## config.mk

```make
export PLATFORM = sky130hd
export DESIGN_NAME = multiboot_ctrl_flat
export DESIGN_NICKNAME = d
export VERILOG_FILES = /design/src/rtl/multiboot_ctrl_if.sv /design/src/rtl/multiboot_ctrl.sv /design/src/flat_wrapper.sv
export SDC_FILE = /design/constraint.sdc
export NUM_CORES = 1
export LEC_CHECK = 0
export CAP_MARGIN = 20
export CORE_MARGIN = 4
export CORE_UTILIZATION = 40
export DETAILED_ROUTE_END_ITERATION = 8
export GPL_TIMING_DRIVEN = 0
export SKIP_CTS_REPAIR_TIMING = 1
export SLEW_MARGIN = 20
export SYNTH_ARGS = -nofsm -noshare
export SYNTH_HDL_FRONTEND = slang
export SYNTH_SLANG_ARGS = --single-unit
```

## constraint.sdc

```tcl
create_clock -name clk -period 2.3 [get_ports clk]
set_input_delay 0.46 -clock clk [delete_from_list [all_inputs] [get_ports clk]]
set_output_delay 0.46 -clock clk [all_outputs]
set_load 0.005 [all_outputs]
```

## src/rtl/multiboot_ctrl_if.sv

```systemverilog
// ICAPE2 write port of the multiboot sequencer.
// The master drives the primitive; the slave side observes it.
interface multiboot_ctrl_if;
    logic        icap_csib;
    logic        icap_rdwrb;
    logic [31:0] icap_data;

    modport master (output icap_csib, output icap_rdwrb, output icap_data);
    modport slave  (input  icap_csib, input  icap_rdwrb, input  icap_data);
endinterface

```

## src/rtl/multiboot_ctrl.sv

```systemverilog
// ICAPE2 multiboot sequencer: picks one of N_SLOTS flash images and issues the
// IPROG command sequence on a host request, a debounced button or an idle timeout.
module multiboot_ctrl #(
    parameter int          N_SLOTS         = 4,
    parameter logic [31:0] SLOT_BASE       = 32'h0000_0000,
    parameter logic [31:0] SLOT_STRIDE     = 32'h0020_0000,
    parameter int          BUTTON_SLOT     = 1,
    parameter int          DEFAULT_SLOT    = 1,
    parameter int          DEBOUNCE_CYCLES = 65536,
    parameter int          TIMEOUT_CYCLES  = 48000000,
    parameter int          WORD_GAP        = 0
) (
    input  logic             clk,
    input  logic             reset,
    input  logic             boot_button,
    input  logic             boot_req,
    input  logic [3:0]       slot_sel,
    input  logic             activity,
    input  logic             auto_en,
    multiboot_ctrl_if.master icap,
    output logic             busy,
    output logic [3:0]       active_slot,
    output logic             err
);

    localparam logic [1:0] S_IDLE = 2'd0;
    localparam logic [1:0] S_SEND = 2'd1;
    localparam logic [1:0] S_GAP  = 2'd2;
    localparam logic [1:0] S_DONE = 2'd3;

    localparam logic [31:0] DEB_LAST = 32'(DEBOUNCE_CYCLES - 1);
    localparam logic [31:0] TMO_LAST = 32'(TIMEOUT_CYCLES - 1);
    localparam logic [31:0] GAP_LAST = 32'(WORD_GAP - 1);

    // ICAPE2 expects every byte bit-reversed relative to the bitstream order.
    function automatic logic [31:0] bit_swap(input logic [31:0] w);
        logic [31:0] r;
        for (int k = 0; k < 4; k++) begin
            for (int j = 0; j < 8; j++) begin
                r[8*k+j] = w[8*k+7-j];
            end
        end
        return r;
    endfunction

    function automatic logic [31:0] iprog_word(input logic [2:0] idx, input logic [31:0] wbstar);
        case (idx)
            3'd0:    return 32'hFFFF_FFFF;   // dummy
            3'd1:    return 32'hAA99_5566;   // sync
            3'd2:    return 32'h2000_0000;   // noop
            3'd3:    return 32'h3002_0001;   // write WBSTAR
            3'd4:    return wbstar;
            3'd5:    return 32'h3000_8001;   // write CMD
            3'd6:    return 32'h0000_000F;   // IPROG
            default: return 32'h2000_0000;   // noop
        endcase
    endfunction

    logic        btn_meta_q, btn_sync_q, btn_deb_q, btn_deb_d;
    logic [31:0] deb_cnt_q, deb_cnt_d;
    logic [31:0] timer_q, timer_d;
    logic [1:0]  state_q, state_d;
    logic [2:0]  idx_q, idx_d;
    logic [31:0] gap_q, gap_d;
    logic [31:0] wbstar_q, wbstar_d;
    logic [3:0]  slot_q, slot_d;
    logic        err_q, err_d;
    logic        csib_q, rdwrb_q, busy_q;
    logic [31:0] data_q;

    logic        deb_done, btn_trig, timer_clr, timeout_trig;
    logic        trig, err_set;
    logic [3:0]  trig_slot;
    logic [31:0] slot_addr;

    // Debounce: the level flips after DEBOUNCE_CYCLES consecutive differing samples.
    always_comb begin
        // NOTE: every combinational output gets a default first so no latch is inferred.
        deb_done  = (btn_sync_q != btn_deb_q) && (deb_cnt_q == DEB_LAST);
        btn_trig  = deb_done && btn_sync_q;
        btn_deb_d = deb_done ? btn_sync_q : btn_deb_q;
        deb_cnt_d = deb_cnt_q + 32'd1;
        if (btn_sync_q == btn_deb_q || deb_done) begin
            deb_cnt_d = 32'd0;
        end
    end

    always_comb begin
        timer_clr    = activity || !auto_en || (state_q != S_IDLE);
        timeout_trig = (TIMEOUT_CYCLES != 0) && !timer_clr && (timer_q == TMO_LAST);
        timer_d      = (timer_clr || timeout_trig) ? 32'd0 : timer_q + 32'd1;
    end

    // A host request always wins, even an out-of-range one that only flags err.
    always_comb begin
        trig      = 1'b0;
        err_set   = 1'b0;
        trig_slot = 4'd0;
        if (state_q == S_IDLE) begin
            if (boot_req) begin
                if ({1'b0, slot_sel} < 5'(N_SLOTS)) begin
                    trig      = 1'b1;
                    trig_slot = slot_sel;
                end else begin
                    err_set = 1'b1;
                end
            end else if (btn_trig) begin
                trig      = 1'b1;
                trig_slot = 4'(BUTTON_SLOT);
            end else if (timeout_trig) begin
                trig      = 1'b1;
                trig_slot = 4'(DEFAULT_SLOT);
            end
        end
        slot_addr = SLOT_BASE + SLOT_STRIDE * {28'd0, trig_slot};
    end

    always_comb begin
        state_d  = state_q;
        idx_d    = idx_q;
        gap_d    = gap_q;
        wbstar_d = wbstar_q;
        slot_d   = slot_q;
        err_d    = err_q || err_set;
        case (state_q)
            S_IDLE: begin
                if (trig) begin
                    state_d  = S_SEND;
                    idx_d    = 3'd0;
                    wbstar_d = {3'b000, slot_addr[28:0]};
                    slot_d   = trig_slot;
                end
            end
            S_SEND: begin
                if (idx_q == 3'd7) begin
                    state_d = S_DONE;
                end else if (WORD_GAP > 0) begin
                    state_d = S_GAP;
                    gap_d   = 32'd0;
                end else begin
                    idx_d = idx_q + 3'd1;
                end
            end
            S_GAP: begin
                if (gap_q == GAP_LAST) begin
                    state_d = S_SEND;
                    idx_d   = idx_q + 3'd1;
                end else begin
                    gap_d = gap_q + 32'd1;
                end
            end
            default: state_d = S_DONE;   // the FPGA reconfigures; only reset leaves DONE
        endcase
    end

    always_ff @(posedge clk or negedge reset) begin
        if (!reset) begin
            btn_meta_q <= 1'b0;
            btn_sync_q <= 1'b0;
            btn_deb_q  <= 1'b0;
            deb_cnt_q  <= 32'd0;
            timer_q    <= 32'd0;
            state_q    <= S_IDLE;
            idx_q      <= 3'd0;
            gap_q      <= 32'd0;
            wbstar_q   <= 32'd0;
            slot_q     <= 4'd0;
            err_q      <= 1'b0;
        end else begin
            // NOTE: sequential state uses non-blocking assignments so all registers update together.
            btn_meta_q <= boot_button;
            btn_sync_q <= btn_meta_q;
            btn_deb_q  <= btn_deb_d;
            deb_cnt_q  <= deb_cnt_d;
            timer_q    <= timer_d;
            state_q    <= state_d;
            idx_q      <= idx_d;
            gap_q      <= gap_d;
            wbstar_q   <= wbstar_d;
            slot_q     <= slot_d;
            err_q      <= err_d;
        end
    end

    // ICAP outputs are registered from the state, one cycle behind the trigger edge.
    always_ff @(posedge clk or negedge reset) begin
        if (!reset) begin
            csib_q  <= 1'b1;
            rdwrb_q <= 1'b1;
            busy_q  <= 1'b0;
            data_q  <= 32'd0;
        end else begin
            csib_q  <= (state_q != S_SEND);
            rdwrb_q <= !(state_q == S_SEND || state_q == S_GAP);
            busy_q  <= (state_q != S_IDLE);
            if (state_q == S_SEND) begin
                data_q <= bit_swap(iprog_word(idx_q, wbstar_q));
            end
        end
    end

    assign icap.icap_csib  = csib_q;
    assign icap.icap_rdwrb = rdwrb_q;
    assign icap.icap_data  = data_q;
    assign busy            = busy_q;
    assign active_slot     = slot_q;
    assign err             = err_q;

endmodule

```

## src/flat_wrapper.sv

```systemverilog
// flat-port wrapper written by rule: the top's interface ports become plain ports
module multiboot_ctrl_flat 
#(
    parameter int          N_SLOTS         = 4,
    parameter logic [31:0] SLOT_BASE       = 32'h0000_0000,
    parameter logic [31:0] SLOT_STRIDE     = 32'h0020_0000,
    parameter int          BUTTON_SLOT     = 1,
    parameter int          DEFAULT_SLOT    = 1,
    parameter int          DEBOUNCE_CYCLES = 65536,
    parameter int          TIMEOUT_CYCLES  = 48000000,
    parameter int          WORD_GAP        = 0
)
  (clk, reset, boot_button, boot_req, slot_sel, activity, auto_en, busy, active_slot, err, icap_icap_csib, icap_icap_rdwrb, icap_icap_data);
  multiboot_ctrl_if icap_i ();
  input  logic clk;
  input  logic reset;
  input  logic boot_button;
  input  logic boot_req;
  input  logic [3:0] slot_sel;
  input  logic activity;
  input  logic auto_en;
  output logic busy;
  output logic [3:0] active_slot;
  output logic err;
  output wire logic [$bits(icap_i.icap_csib)-1:0] icap_icap_csib;
  output wire logic [$bits(icap_i.icap_rdwrb)-1:0] icap_icap_rdwrb;
  output wire logic [$bits(icap_i.icap_data)-1:0] icap_icap_data;
  assign icap_icap_csib = icap_i.icap_csib;
  assign icap_icap_rdwrb = icap_i.icap_rdwrb;
  assign icap_icap_data = icap_i.icap_data;
  multiboot_ctrl #(.N_SLOTS(N_SLOTS), .SLOT_BASE(SLOT_BASE), .SLOT_STRIDE(SLOT_STRIDE), .BUTTON_SLOT(BUTTON_SLOT), .DEFAULT_SLOT(DEFAULT_SLOT), .DEBOUNCE_CYCLES(DEBOUNCE_CYCLES), .TIMEOUT_CYCLES(TIMEOUT_CYCLES), .WORD_GAP(WORD_GAP)) u_core (.clk(clk), .reset(reset), .boot_button(boot_button), .boot_req(boot_req), .slot_sel(slot_sel), .activity(activity), .auto_en(auto_en), .icap(icap_i), .busy(busy), .active_slot(active_slot), .err(err));
endmodule
```

==> results.md, run 1 <==
- DP Wirelength: 8690 um
- Final setup vio count: 0
- Reg2Reg Depth: 6
- Crit path max fanout: 4
- Die width: 132 um
- CP arrival: 2.55 ns
- Drt first pass iters: 4
- Max Cap Viol: 0
- DRC viols: 0
- Vias: 4470
- First-pass GRT wire length: around 21000 um
- Post-synth EDFFs: 0
- Reg clk slew, reported paths: 0.05 ns
- WL per Instance: 13.8 um
- #FFs+latches synth: 125
- Status: completed
- Vias in the first global route: 4295
- Num CTS Buffers: 17
- Ys flop type: dfrtp_1
- Max VDD drop: between 0.4 and 0.5 mV
- Max clock buf depth: 2
- Initial Util: between 40% and 50%
- # rows: 45
- Startpoint Class: flip-flop
- Pre-CTS setup slack: -0.192 ns
- Clock net sink count: around 130
- Worst Max-Slew Pin Slew: between 0.7 and 0.8 ns
- Placed Cells: 844
- Critical R2R Launch: u_core.timer_q[6]
- GRT Resource Usage Total: 14.6%
- Vias/cell: 5.06
- Fillers: 1345
- Part of the cycle the worst path needs: slightly below 100%
- Iteration-0 DRC Markers: 270
- DIE AREA: 17400 um^2
- Max-slew headroom: 53.1%
- Max Freq: 443 MHz
- Crit path launch: u_core.timer_q[6]
- Mapped Cells: 606
- Worst r2r dst: u_core.idx_q[1]
- CTS root buffer: clkbuf_16
- Largest net degree at the start of global routing: 78
- Critical path destination: u_core.idx_q[1]
- Critical path class: flip-flop to flip-flop
- Setup crit end kind: flip-flop
- Antenna diode instance count: 0
- Gpl congestion: 0.825
- Wirelength, routed: 12200 um
- P&R area growth vs syn: 25.2%
- Worst skew pair latency: 0.41 ns
- # IOs: 50
- Tmin final: 2.26 ns
- Port buffer count: a little under 50
- Syn avg cell area: between 10 and 15 um^2
- Share of layout cells above drive strength 1: 13.5%
- Post-synthesis cell area: 6150 um^2
- Most frequent cells in the layout: dfrtp_1 (123), nor2_1 (94), clkdlybuf4s50_1 (48)
- Sequential fraction of the synthesis area: 50.9%
- YS warnings: 0
- Ys async rst share: 100%
- Final Non-Filler Cells: just under 900
- Netlist cell types: 52
- Reg2reg setup slack: 0.04 ns
- Commonest non-fill, non-tap cell in the layout: dfrtp_1
- Hold WS: 0.0836 ns
- Antenna violations before repair: 0
- Core Area: 15100 um^2
- Clock skew: 0.00807 ns
- Fin util: 50.9%
- Final WS setup: 0.0425 ns
- CTS tree: done
- Max Slew Vio Count: 0
- Final Hold Viols: 0
- Layout Nets: 707
- DRT antenna net count: 0
- Critical Path RT: 2.59 ns
- GRT overflow: 0
- Leak pwr: 3.44 nW
- Power density over the cells: 663 nW/um^2
- Hold WC Path Type: primary input to asynchronous set/reset pin
- H-tree Lvls: 4
- Die height: between 100 and 150 um
- Syn_nets: 630
==> metal layers <==
metal | share of wire, % | up-vias | track usage, %
li1 | - | 2214 | -
met1 | 49 | 2153 | 20.3
met2 | 45 | 86 | 21.5
met3 | 3.9 | 17 | 4.08
met4 | 1.8 | 0 | 6.42
met5 | 0 | - | 0
==> logic make-up after synthesis <==
family | share of synthesized area (%)
xor+xnor | 12.5
mux | 1.06
buf+inv | 4.80
simple gates | 23.4
flops | 50.9
compound gates | 4.41
fa+ha+maj | 2.97
==> worst min path at each step <==
stage | slack, ns | endpoint | cells past startpoint
3_5_place_dp | 0.35 | u_core.btn_sync_q | 0
6_report | 0.08 | u_core.gap_q[30] | 1
3_3_place_gp | 0.34 | u_core.btn_sync_q | 0
2_1_floorplan | 0.16 | u_core.btn_deb_q | 0
5_1_grt | 0.14 | u_core.gap_q[31] | 1
4_1_cts | 0.11 | u_core.gap_q[30] | 1
==> where the power goes <==
group,internal [mW],switching (mW)
Combinational,0.0277,0.0630
Sequential,2.21,0.00530
Clock,1.91,0.897
Total,4.14,0.965
==> flip-flops by register name, indices dropped and copies added, names as in the netlist <==
register,flops
u_core.err,1
u_core.btn_meta_q,1
u_core.timer_q,32
u_core.btn_deb_q,1
u_core.btn_sync_q,1
u_core.deb_cnt_q,32
u_core.icap.icap_data,13
u_core.state_q,2
u_core.busy,1
u_core.icap.icap_csib,1
u_core.gap_q,32
u_core.idx_q,3
u_core.wbstar_q,4
u_core.icap.icap_rdwrb,1
==> worst max-delay path: stages, from the launching register on <==
cell	delay, ns
dfrtp_1	0.41
nand4_1	0.24
or3_4	0.47
o41ai_4	0.37
a21oi_2	0.09
a211o_1	0.34
a22o_1	0.23
==> layout make-up <==
cell class / instances / area (um^2) / area share, %
Timing Repair Buffer: 59 / 587 / 7.62
Clock buffer: 28 / 537 / 6.97
Clock inverter: 4 / 97.6 / 1.27
Inverter: 25 / 93.8 / 1.22
Tap cell: 188 / 235 / 3.05
Sequential cell: 125 / 3130 / 40.6
Buffer: 32 / 204 / 2.65
Multi-Input combinational cell: 423 / 2820 / 36.6
==> through the flow <==
step	instance area [um^2]	TNS (ns)	total power [mW]
2_1_floorplan	6150	0	2.27
3_3_place_gp	6880	-503.51	2.34
3_5_place_dp	6910	-1.08	2.34
4_1_cts	7540	-1.88	5.18
5_1_grt	7700	-0.00567	5.30
6_report	7700	0	5.11
==> cells in the mapped netlist, drive strengths merged (11+ instances only) <==
library cell / count / share of area [%]
buf: 24 / 2.7
inv: 24 / 1.5
nor3: 11 / 0.98
ha: 13 / 2.6
dfrtp: 123 / 50
xnor2: 46 / 6.5
nand2: 30 / 1.8
nand4: 29 / 3.2
a21oi: 18 / 1.5
nor2: 94 / 5.7
nand3: 33 / 2.8
and3: 26 / 2.7
xor2: 42 / 6.0
(Power assumes the default switching activity.)
==> run 2: changes to the inputs <==
==> constraint.sdc (replaced) <==
create_clock -name clk -period 2.1 [get_ports clk]
set_input_delay 0.42 -clock clk [delete_from_list [all_inputs] [get_ports clk]]
set_output_delay 0.42 -clock clk [all_outputs]
set_load 0.005 [all_outputs]
==> run 2 against run 1 <==
The flow now finishes with violations (negative setup slack); flip-flop and latch count stayed put; worst hold slack got worse by 0.078 ns; sequential power rose by 10%; count of clock-buffer cells in the layout decreased by 7; wire length grew 1.5%; combinational power up 17%; via count up 0.81%; total power grew 16%; critical path type unchanged; critical endpoint is now u_core.idx_q[2]; highest routed layer unchanged.
==> results.md, run 2 (synthesis gave the netlist of run 1 again) <==
- Status: finished with violations
- Failing checks: negative setup slack
- Vias/cell: 5.03 (-0.43%)
- Startpoint Class: flip-flop
- Max Cap Viol: 0 (unchanged)
- Final WS setup: -0.0847 ns (-0.127 ns)
- Tot Pwr: 5.90 mW (+16%)
- Setup TNS Final: -0.281 ns (-0.281 ns)
- Antenna diode instance count: 0 (unchanged)
- Initial Util: 40.6% (unchanged)
- Sequential share of power: 41.1% (-2.2 points)
- Crit path max fanout: 4 (unchanged)
- First-pass GRT wire length: 21300 um (+1.8%)
- DRC viols: 0 (unchanged)
- Worst skew pair latency: 0.41 ns (about the same)
- Met2 Resource Use GR: 24.4% (+2.9 points)
- CTS root buffer: clkbuf_16
- Hold WC Path Type: primary input to asynchronous set/reset pin
- Switch Pwr: 1.11 mW (+14%)
- Met3 usage: 3.17% (-0.92 points)
- Share of layout cells above drive strength 1: 17.7% (+4.2 points)
- Die height: 132 um (unchanged)
- Pre-CTS setup slack: -0.337 ns (-0.146 ns)
- Die width: 132 um (unchanged)
- Reg clk slew, reported paths: 0.06 ns (about the same)
- Antenna violations before repair: 0 (unchanged)
- Commonest non-fill, non-tap cell in the layout: dfrtp_1
- Combinational group share of total power: 1.8% (about the same)
- Drt first pass iters: 4 (unchanged)
- Layout Nets: 718 (+1.6%)
- Tmin final: 2.18 ns (-0.0727 ns)
- Worst Max-Slew Pin Slew: 0.626 ns (-0.0782 ns)
- Power density over the cells: 743 nW/um^2 (+12%)
- Fin util: 52.5% (+1.6 points)
- Final Non-Filler Cells: 895 (+1.2%)
- Gpl congestion: 0.801 (-3.0%)
- DP Wirelength: 8230 um (-5.3%)
- Max-slew headroom: 58.3% (+5.2 points)
- Largest net degree at the start of global routing: 69 (-12%)
- Vias in the first global route: 4590 (+6.9%)
- Max Freq: 458 MHz (+3.3%)
- Max incr delay on CP: 0.44 ns (-0.03 ns)
- Port buffer count: 49 (unchanged)
- Vias: 4506 (+0.81%)
- # IOs: 50 (unchanged)
- CP Cell Sequence: nor4b_1 -> nand3_1 -> o41ai_4 -> a21oi_2 -> a211o_1 -> a32o_1
- WL per Instance: 13.9 um (+0.28%)
- Max stage delay cell, worst path: nor4b_1
- Max VDD drop: 0.618 mV (+36%)
- DRT antenna net count: 0 (unchanged)
- Critical path class: flip-flop to flip-flop
- Setup crit end kind: flip-flop
- Iteration-0 DRC Markers: 248 (-8.1%)
- Setup repair after global routing missed its margin: yes
- GRT overflow: 0 (unchanged)
- Biggest regs: u_core.deb_cnt_q x32, u_core.gap_q x32, u_core.timer_q x32
- P&R area growth vs syn: 29.2%
- Num CTS Buffers: 17 (unchanged)
- Leak pwr: 3.54 nW (+2.9%)
- Final Hold Viols: 0 (unchanged)
- Max Slew Vio Count: 0 (unchanged)
- Wirelength, routed: 12400 um (+1.5%)
- DIE AREA: 17400 um^2 (unchanged)
- Final setup vio count: 4 (+4)
- Part of the cycle the worst path needs: 104% (+5.9 points)
- CP Buf/Inv Count: 0 (unchanged)
- Top Usage Layer GRT: met2
- CTS tree: done
- Placed Cells: 844 (unchanged)
- Clock skew: 0.00574 ns (-0.00233 ns)
- Critical path's top delay family: compound AO/OA/AOI/OAI gates
- Max clock buf depth: 2 (unchanged)
- Sw Ratio: 18.7% (-0.18 points)
- Most frequent cells in the layout: dfrtp_1 (122), nor2_1 (92), clkdlybuf4s50_1 (48)
- # rows: 45 (unchanged)
- Clock power share: 57.1% (+2.2 points)
- Core Area: 15100 um^2 (unchanged)
- Clock net sink count: 125 (unchanged)
- GRT Resource Usage Total: 14.6% (-0.052 points)
- Critical Path RT: 2.40 ns (-0.19 ns)
- Met1 usage: 18.2% (-2.0 points)
- Internal: 4.80 mW (+16%)
- CP arrival: 2.48 ns (-0.07 ns)
- H-tree Lvls: 4 (unchanged)
[run 2: changes by cell type in the layout (fill, tap and decap cells not counted), moves of 3 or more]
cell	previous run	this run
clkbuf_1	9	3
bufinv_16	3	6
buf_2	4	0
clkinv_2	0	3
buf_4	28	43
clkbuf_8	7	4
[run 2: path summary, 6_finish.rpt]
path	start	endpoint	slack, ns	depth (start not counted)
worst max-delay path	u_core.timer_q[27]	u_core.idx_q[2]	-0.08	6
worst min-delay path	reset	u_core.icap.icap_data[30]	0.005	1
worst max register to register	u_core.timer_q[27]	u_core.idx_q[2]	-0.08	6
worst min register to register	u_core.btn_meta_q	u_core.btn_sync_q	0.36	0
max in group asynchronous	reset	u_core.icap.icap_rdwrb	1.37	2
min in group clk	u_core.btn_meta_q	u_core.btn_sync_q	0.36	0
[run 2: layer usage]
layer	vias to the layer above	wire, um
met5	-	0
met3	14	378
met4	0	190
met2	67	6210
met1	2203	5630
li1	2222	-
[run 2: layout make-up]
type,count,area (um^2)
sequential,125,3130
clock inverter,11,210
fill,1323,7200
timing repair buffer,71,677
clock buffer,21,480
inverter,25,93.8
multi-input combinational,423,2900
tap,188,235
buffer,31,218
[run 2: power by group through the flow]
stage	combinational, mW	clock [mW]	sequential [mW]
2_1_floorplan	0.0210	0	2.46
6_report	0.106	3.37	2.43
3_5_place_dp	0.101	0	2.46
3_3_place_gp	0.0927	0	2.47
4_1_cts	0.101	3.45	2.42
5_1_grt	0.124	3.57	2.42
[run 2: metrics by stage]
stage | cell area, um^2 | hold slack (ns)
2_1_floorplan | 6150 | 0.124
3_3_place_gp | 6880 | 0.347
3_5_place_dp | 6910 | 0.342
4_1_cts | 7600 | 0.0215
5_1_grt | 7950 | 0.0585
6_report | 7950 | 0.00534
==> run 3: changes to the inputs <==
==> constraint.sdc (replaced) <==
create_clock -name clk -period 2.74 [get_ports clk]
set_input_delay 0.548 -clock clk [delete_from_list [all_inputs] [get_ports clk]]
set_output_delay 0.548 -clock clk [all_outputs]
set_load 0.005 [all_outputs]
==> run 3 against run 2 <==
The run now ends clean; cell count decreased by 2.1%; flip-flop and latch count unchanged; clock skew is essentially flat; total power decreased by 27%; sequential power down 23%; worst hold slack better by 0.16 ns; combinational power shrank 30%; wire length down 2.5%; core utilization down 2.6 points; critical path depth increased by 1; largest cell class unchanged; highest routed layer unchanged.
==> results.md, run 3 (synthesis gave the netlist of run 1 again) <==
- Reg2reg setup slack: 0.31 ns (+0.40 ns)
- Die height: 132 um (unchanged)
- Max-slew headroom: 53.0% (-5.3 points)
- Clock net sink count: 125 (unchanged)
- Iteration-0 DRC Markers: 265 (+6.9%)
- P&R area growth vs syn: 22.7%
- Reg clk slew, reported paths: 0.05 ns (about the same)
- Max Freq: 412 MHz (-10%)
- Hold WC Path Type: primary input to asynchronous set/reset pin
- Max incr delay on CP: 0.50 ns (+0.06 ns)
- Core Area: 15100 um^2 (unchanged)
- Crit path max fanout: 5 (+1)
- Worst r2r dst: u_core.idx_q[1]
- Most frequent cells in the layout: dfrtp_1 (123), nor2_1 (94), clkdlybuf4s50_1 (48)
- Drt first pass iters: 4 (unchanged)
- Vias in the first global route: 4295 (-6.4%)
- Tmin final: 2.43 ns (+0.244 ns)
- Setup crit end kind: flip-flop
- CTS tree: done
- Port buffer count: 49 (unchanged)
- Max stage delay cell, worst path: nor4_4
- Met2 Resource Use GR: 21.5% (-2.9 points)
- Met3 usage: 4.08% (+0.92 points)
- Vias: 4451 (-1.2%)
- Status: completed
- Top Usage Layer GRT: met2
- Power density over the cells: 568 nW/um^2 (-24%)
- WL per Instance: 13.8 um (-0.41%)
- Share of layout cells above drive strength 1: 10.3% (-7.4 points)
- Leak pwr: 3.34 nW (-5.6%)
- GRT overflow: 0 (unchanged)
- CTS root buffer: clkbuf_16
- Final Hold Viols: 0 (unchanged)
- Vias/cell: 5.08 (+0.92%)
- Worst skew pair latency: 0.41 ns (about the same)
- DRT antenna net count: 0 (unchanged)
- Die width: 132 um (unchanged)
- CP arrival: 2.73 ns (+0.25 ns)
- Critical R2R Launch: u_core.deb_cnt_q[0]
- # rows: 45 (unchanged)
- Max Cap Viol: 0 (unchanged)
- Gpl congestion: 0.825 (+3.1%)
- Biggest regs: u_core.deb_cnt_q x32, u_core.gap_q x32, u_core.timer_q x32
- Num CTS Buffers: 17 (unchanged)
- DP Wirelength: 8690 um (+5.6%)
- Max Slew Vio Count: 0 (unchanged)
- DIE AREA: 17400 um^2 (unchanged)
- Setup repair after global routing missed its margin: no
- Critical Path RT: 3.04 ns (+0.64 ns)
- Startpoint Class: flip-flop
- Critical path class: flip-flop to flip-flop
- Fillers: 1362 (+2.9%)
- # IOs: 50 (unchanged)
- Worst Max-Slew Pin Slew: 0.705 ns (+0.0796 ns)
- First-pass GRT wire length: 20900 um (-1.8%)
- Wirelength, routed: 12100 um (-2.5%)
- Initial Util: 40.6% (unchanged)
- Commonest non-fill, non-tap cell in the layout: dfrtp_1
- Tot Pwr: 4.29 mW (-27%)
- Max VDD drop: 0.385 mV (-38%)
- Met1 usage: 20.3% (+2.0 points)
- Layout Nets: 699 (-2.6%)
- GRT Resource Usage Total: 14.6% (+0.052 points)
- DRC viols: 0 (unchanged)
- Antenna violations before repair: 0 (unchanged)
- Reg2Reg Depth: 7 (+1)
- Part of the cycle the worst path needs: 88.6% (-15 points)
- CP Cell Sequence: ha_1 -> nand3_1 -> nor4_4 -> nor4b_2 -> a21oi_1 -> a211o_1 -> a22o_1
- Max clock buf depth: 2 (unchanged)
- Clock skew: 0.00611 ns (+0.000377 ns)
- H-tree Lvls: 4 (unchanged)
- Final setup vio count: 0 (-4)
- Largest net degree at the start of global routing: 78 (+13%)
- Antenna diode instance count: 0 (unchanged)
- Setup TNS Final: 0 ns (+0.281 ns)
[run 3: worst max-delay path, delay by kind of cell (launching register included)]
| kind | cells | cell delay [ns] |
|---|---|---|
| DFF | 1 | 0.39 |
| adders and majority gates | 1 | 0.21 |
| and+or+nand+nor | 3 | 0.98 |
| AOI/OAI and AO/OA | 3 | 0.72 |
[run 3: area by class of cell]
type / instances / area (um^2) / area share [%]
Tap cell: 188 / 235 / 3.12
Multi-Input combinational cell: 423 / 2730 / 36.2
Inverter: 25 / 93.8 / 1.24
Buffer: 33 / 201 / 2.67
Timing Repair Buffer: 50 / 519 / 6.88
Sequential cell: 125 / 3130 / 41.5
Clock inverter: 4 / 97.6 / 1.29
Clock buffer: 28 / 537 / 7.11
[run 3: per-stage QoR]
stage / hold slack (ns) / utilization (%) / cells / setup slack [ns] / instance area (um^2)
2_1_floorplan: 0.252 / - / 606 / 0.629 / 6150
3_3_place_gp: 0.340 / 45.4 / 843 / -3.70 / 6880
3_5_place_dp: 0.346 / 45.6 / 844 / 0.248 / 6910
4_1_cts: 0.199 / 49.8 / 876 / 0.232 / 7540
5_1_grt: 0.232 / 49.8 / 876 / 0.136 / 7550
6_report: 0.167 / 49.8 / 876 / 0.311 / 7550
[run 3: worst max path at each step]
stage,startpoint,end,slack (ns),cells past startpoint
floorplan,u_core.deb_cnt_q[0],u_core.idx_q[1],0.63,7
global placement,reset,u_core.timer_q[3],-3.70,1
detailed placement,u_core.timer_q[0],u_core.timer_q[30],0.25,7
CTS,u_core.timer_q[0],u_core.timer_q[30],0.23,7
global route,u_core.deb_cnt_q[0],u_core.idx_q[0],0.14,7
finish,u_core.deb_cnt_q[0],u_core.idx_q[1],0.31,7
[run 3: per-layer routing]
| metal | part of all wire (%) | vias up |
|---|---|---|
| met5 | 0 | - |
| met3 | 4.1 | 16 |
| met2 | 45 | 88 |
| met4 | 1.7 | 0 |
| li1 | - | 2192 |
| met1 | 50 | 2155 |
[run 3: power by group]
group / switching (mW) / leakage, nW / internal, mW
Combinational: 0.0521 / 1.33 / 0.0226
Sequential: 0.00440 / 1.70 / 1.85
Clock: 0.755 / 0.307 / 1.60
Total: 0.812 / 3.34 / 3.48
